## config.mk

```make
export PLATFORM = sky130hd
export DESIGN_NAME = shift_add_mult_ctrl
export DESIGN_NICKNAME = d
export VERILOG_FILES = /design/src/rtl/shift_add_mult_ctrl.sv
export SDC_FILE = /design/constraint.sdc
export NUM_CORES = 1
export LEC_CHECK = 0
export ABC_AREA = 1
export CAP_MARGIN = 20
export CORE_ASPECT_RATIO = 1.1
export CORE_MARGIN = 3
export CORE_UTILIZATION = 38
export DETAILED_ROUTE_END_ITERATION = 8
export GPL_TIMING_DRIVEN = 0
export MAX_ROUTING_LAYER = met4
export PLACE_DENSITY = 0.7
export SLEW_MARGIN = 30
export SYNTH_ARGS = -nofsm -noshare
export SYNTH_HDL_FRONTEND = slang
export SYNTH_SLANG_ARGS = --single-unit
```

## constraint.sdc

```tcl
create_clock -name clk -period 4.05 [get_ports clk]
set_input_delay 0.6075 -clock clk [delete_from_list [all_inputs] [get_ports clk]]
set_output_delay 0.6075 -clock clk [all_outputs]
set_load 0.05 [all_outputs]
```

## src/rtl/shift_add_mult_ctrl.sv

```systemverilog
// Sequential shift-add unsigned multiplier: one add-and-shift per RUN cycle,
// WIDTH iterations per product, followed by a one-cycle DONE pulse.
module shift_add_mult_ctrl #(
    parameter int WIDTH = 32
) (
    input  logic                 clk,
    input  logic                 reset,
    input  logic                 start,
    input  logic [WIDTH-1:0]     multiplicand,
    input  logic [WIDTH-1:0]     multiplier,
    output logic                 busy,
    output logic                 done,
    output logic [2*WIDTH-1:0]   product,
    output logic [1:0]           state_o
);

    localparam int CW = $clog2(WIDTH);

    typedef enum logic [1:0] {
        IDLE = 2'd0,
        RUN  = 2'd1,
        DONE = 2'd2
    } state_t;

    state_t               state_q, state_d;
    logic [CW-1:0]        cnt_q, cnt_d;
    logic [WIDTH-1:0]     mreg_q, mreg_d;
    logic [2*WIDTH-1:0]   p_q, p_d;

    logic [WIDTH-1:0]     addend;
    logic [WIDTH:0]       sum;

    // The carry out of the upper-half add becomes the new top bit after the shift.
    assign addend = p_q[0] ? mreg_q : '0;
    assign sum    = {1'b0, p_q[2*WIDTH-1:WIDTH]} + {1'b0, addend};

    always_ff @(posedge clk or posedge reset) begin
        if (reset) begin
            state_q <= IDLE;
            cnt_q   <= '0;
            mreg_q  <= '0;
            p_q     <= '0;
        end else begin
            state_q <= state_d;
            cnt_q   <= cnt_d;
            mreg_q  <= mreg_d;
            p_q     <= p_d;
        end
    end

    always_comb begin
        state_d = state_q;
        cnt_d   = cnt_q;
        mreg_d  = mreg_q;
        p_d     = p_q;
        unique case (state_q)
            IDLE: begin
                if (start) begin
                    p_d     = {{WIDTH{1'b0}}, multiplier};
                    mreg_d  = multiplicand;
                    cnt_d   = '0;
                    state_d = RUN;
                end
            end
            RUN: begin
                p_d   = {sum, p_q[WIDTH-1:1]};
                cnt_d = cnt_q + CW'(1);
                if (cnt_q == CW'(WIDTH - 1)) begin
                    state_d = DONE;
                end
            end
            DONE: begin
                state_d = IDLE;
            end
            default: begin
                state_d = IDLE;
            end
        endcase
    end

    // Handshake: start is only looked at in IDLE; done is a one-cycle pulse
    // marking product final, and product then holds until the next accepted start.
    assign busy    = (state_q == RUN);
    assign done    = (state_q == DONE);
    assign product = p_q;
    assign state_o = state_q;

endmodule

```

==> tab_implementation.tex <==
\begin{tabular}{lr}
\hline
Metric & Value \\
\hline
\multicolumn{2}{l}{\textbf{Finish}} \\
Layout fillers & around 1.7k \\
Number of antenna cells inserted & 0 \\
Share of post-route cells with drive strength above 1 & 5.53\% \\
Most common cell after layout, fill and taps aside & nand2\_1 \\
P\&R area growth vs syn & 29.3\% \\
Final-stage net count & 1,254 \\
Highest-count cells in the layout ignoring fill and taps & nand2\_1, inv\_1, clkdlybuf4s50\_1 \\
Final Util & 50.6\% \\
\multicolumn{2}{l}{\textbf{Synth}} \\
Post-synth design cell area & 6700 µm² \\
Sequential area share after synthesis & between 30\% and 40\% \\
Number of warning messages in the yosys log & 0 \\
Total of flip-flops plus latches after synthesis & just over 100 \\
FFs w/ async S/R, synth & 100\% \\
Mean instance size in the synthesized netlist & 6.66 µm² \\
Predominant post-synthesis flop cell & dfrtp\_1 \\
Post-synth cell types & 35 \\
Synth Net Count & between 1k and 1.5k \\
Number of enable-type register cells in the synthesized netlist & 0 \\
Synth Instances & approximately 1k \\
\multicolumn{2}{l}{\textbf{STA}} \\
Hold Slack & 0.472 ns \\
Setup repair after global routing missed its margin & no \\
Skew final & 0.0102 ns \\
Achievable frequency & 336 MHz \\
Fraction of the cycle the final worst path needs & 73.4\% \\
Number of failing setup endpoints in the final timing report & 0 \\
Number of failing hold endpoints at the final stage & 0 \\
Worst-margin pin slew & 0.572 ns \\
Normalized max-slew margin & about three fifths \\
Total count of max-transition violations in the final report & 0 \\
Time the worst path needs with I/O delays and setup & between 2 and 3 ns \\
\multicolumn{2}{l}{\textbf{Min path}} \\
Type of the tightest min-delay check & register to register \\
Depth of the worst hold-timing path & 2 \\
Endpoint with the worst hold slack & mreg\_q[29] \\
Startpoint of the lowest-slack hold path & mreg\_q[29] \\
\multicolumn{2}{l}{\textbf{Detailed routing}} \\
Number of detailed-routing iterations run before antenna repair & 5 \\
Number of remaining DRC errors & 0 \\
Via/cell ratio & 4.68 \\
Via count & 6,516 \\
Remaining antenna violation count & 0 \\
Average wire per standard cell & 13.9 µm \\
Total length of routed wires & around 19,000 µm \\
1st-iter DRT viols & around 320 \\
\multicolumn{2}{l}{\textbf{Clocking}} \\
Post-CTS Resized & 0 \\
Clock tree from TritonCTS & done \\
Clock Pin Slew Worst Setup and Hold Paths & 0.08 ns \\
TritonCTS Sinks & 103 \\
Number of hold buffers added after CTS & 0 \\
Post-CTS setup buffer count & 0 \\
TritonCTS Buffers & 9 \\
Worst skew pair latency & between 0.3 and 0.4 ns \\
Root Buffer & clkbuf\_16 \\
Clock tree buffer depth & 2 \\
CTS H-Tree Depth & 3 \\
\multicolumn{2}{l}{\textbf{Setup path}} \\
FF-to-FF End & product[59] \\
Critical path peak fanout & 10 \\
Register-to-register setup slack & roughly 1.3 ns \\
Critical Path Slowest Stage Cell & clkdlybuf4s50\_1 \\
Register-to-Register Path Depth & 13 \\
Worst endpoint required time & 3.44 ns \\
Startpoint kind of the worst setup timing path & register \\
Endpoint kind of the worst setup timing path & output port \\
Launch point of the worst path & state\_o[0] \\
Worst R2R Start & product[0] \\
Endpoint arrival time on the critical path & 2.37 ns \\
Slowest Stage Delay on Critical Path & 0.83 ns \\
Critical-path cell list & nand2\_1 > inv\_2 > buf\_4 > clkdlybuf4s50\_1 \\
Kind of critical path & register to output port \\
\multicolumn{2}{l}{\textbf{Global routing}} \\
Antenna violations before repair & 0 \\
Aggregate global-route resource usage & about a fifth \\
Number of global-route vias before repair & 6,412 \\
Residual overflow from global routing & 0 \\
Largest net degree at the start of global routing & between 50 and 60 \\
First-pass GRT wire length & 31,700 µm \\
\multicolumn{2}{l}{\textbf{Floorplanning}} \\
Total die area & 19,300 µm² \\
Die Width & approximately 130 µm \\
Number of placement rows & 50 \\
Num ports & roughly 140 \\
Effective utilization at floorplan & around 40\% \\
Chip Height & approximately 150 µm \\
Core area & roughly 17,000 µm² \\
\multicolumn{2}{l}{\textbf{Placed design}} \\
Placer's final routability congestion estimate & 0.986 \\
\# port buffers & 134 \\
Half-perimeter wire length after placement & 15,300 µm \\
\multicolumn{2}{l}{\textbf{Job}} \\
Number of violations of the max-capacitance limit & 0 \\
\multicolumn{2}{l}{\textbf{Outcome}} \\
Result of the run & complete, no violations \\
\hline
\end{tabular}
[logic make-up (layout without fill, tap and decap cells)]
| family | after synthesis | in the layout | synth area share [%] |
|---|---|---|---|
| AOI/OAI and AO/OA | 92 | 92 | 7.88 |
| and+or+nand+nor | 592 | 592 | 36.0 |
| buffers and inverters | 181 | 332 | 10.7 |
| DFF | 103 | 103 | 38.5 |
| xor gates and xnor gates | 3 | 3 | 0.392 |
| adders and majority gates | 35 | 35 | 6.65 |
[sequential cells by signal, summed over array words and instances, names as in the netlist]
register  flops
product      64
mreg_q       32
cnt_q         5
state_o       2
[worst max path at each step]
stage	slack, ns	depth (start not counted)	end
after floorplan	0.74	1	cnt_q[0]
after global placement	-0.99	2	mreg_q[7]
after detailed placement	1.32	13	product[59]
after CTS	1.06	4	busy
after global routing	0.95	4	busy
final	1.08	4	busy
[worst max-delay path: cells and delay by family (launching register included)]
family | cells | cell delay [ns]
buffers and inverters | 3 | 1.33
and+or+nand+nor | 1 | 0.21
DFF | 1 | 0.44
[cell type report]
type,count,area (µm²),area share [%]
Multi-Input combinational cell,722,3410,39.3
Sequential cell,103,2580,29.7
Timing Repair Buffer,135,1370,15.8
Inverter,155,589,6.80
Tap cell,234,293,3.38
Clock buffer,9,225,2.60
Buffer,26,130,1.50
Clock inverter,7,75.1,0.866
[cell usage after synthesis, drive strengths merged, types with 2 or more instances]
library cell    n  share of area (%)
nor3            5               0.52
nor2          117                7.1
a32o            2               0.30
nand4           3               0.28
ha             34                6.3
nand3b          3               0.39
nand2         418                 24
xnor2           2               0.26
a21oi          30                2.2
o22ai          32                3.0
o21ai          22                1.6
inv           155                8.7
clkbuf         13               0.73
nand3          43                3.5
buf            13                1.2
dfrtp         103                 38
o21bai          3               0.34
a22o            2               0.26
or2             3               0.28
[stage by stage]
stage / TNS (ns) / instance area [µm²] / instances / worst slack (ns)
final: 0 / 8670 / 1391 / 1.08
after global routing: 0 / 8670 / 1391 / 0.951
after CTS: 0 / 8670 / 1391 / 1.06
after detailed placement: 0 / 8370 / 1375 / 1.32
after global placement: -100.76 / 8340 / 1374 / -0.989
after floorplan: 0 / 6700 / 1006 / 0.739
[routing by layer]
metal  GRT usage (%)  share of wire (%)  up-vias
li1                -                  -     3398
met1            27.6                 47     2936
met2            34.2                 47      163
met3            2.46                4.5       19
met4            6.50                1.8        0
met5               -                  0        -
Power is left out: the tool's default activity adds up to more than one toggle a clock period on the data nets, which glitch-free logic cannot reach.
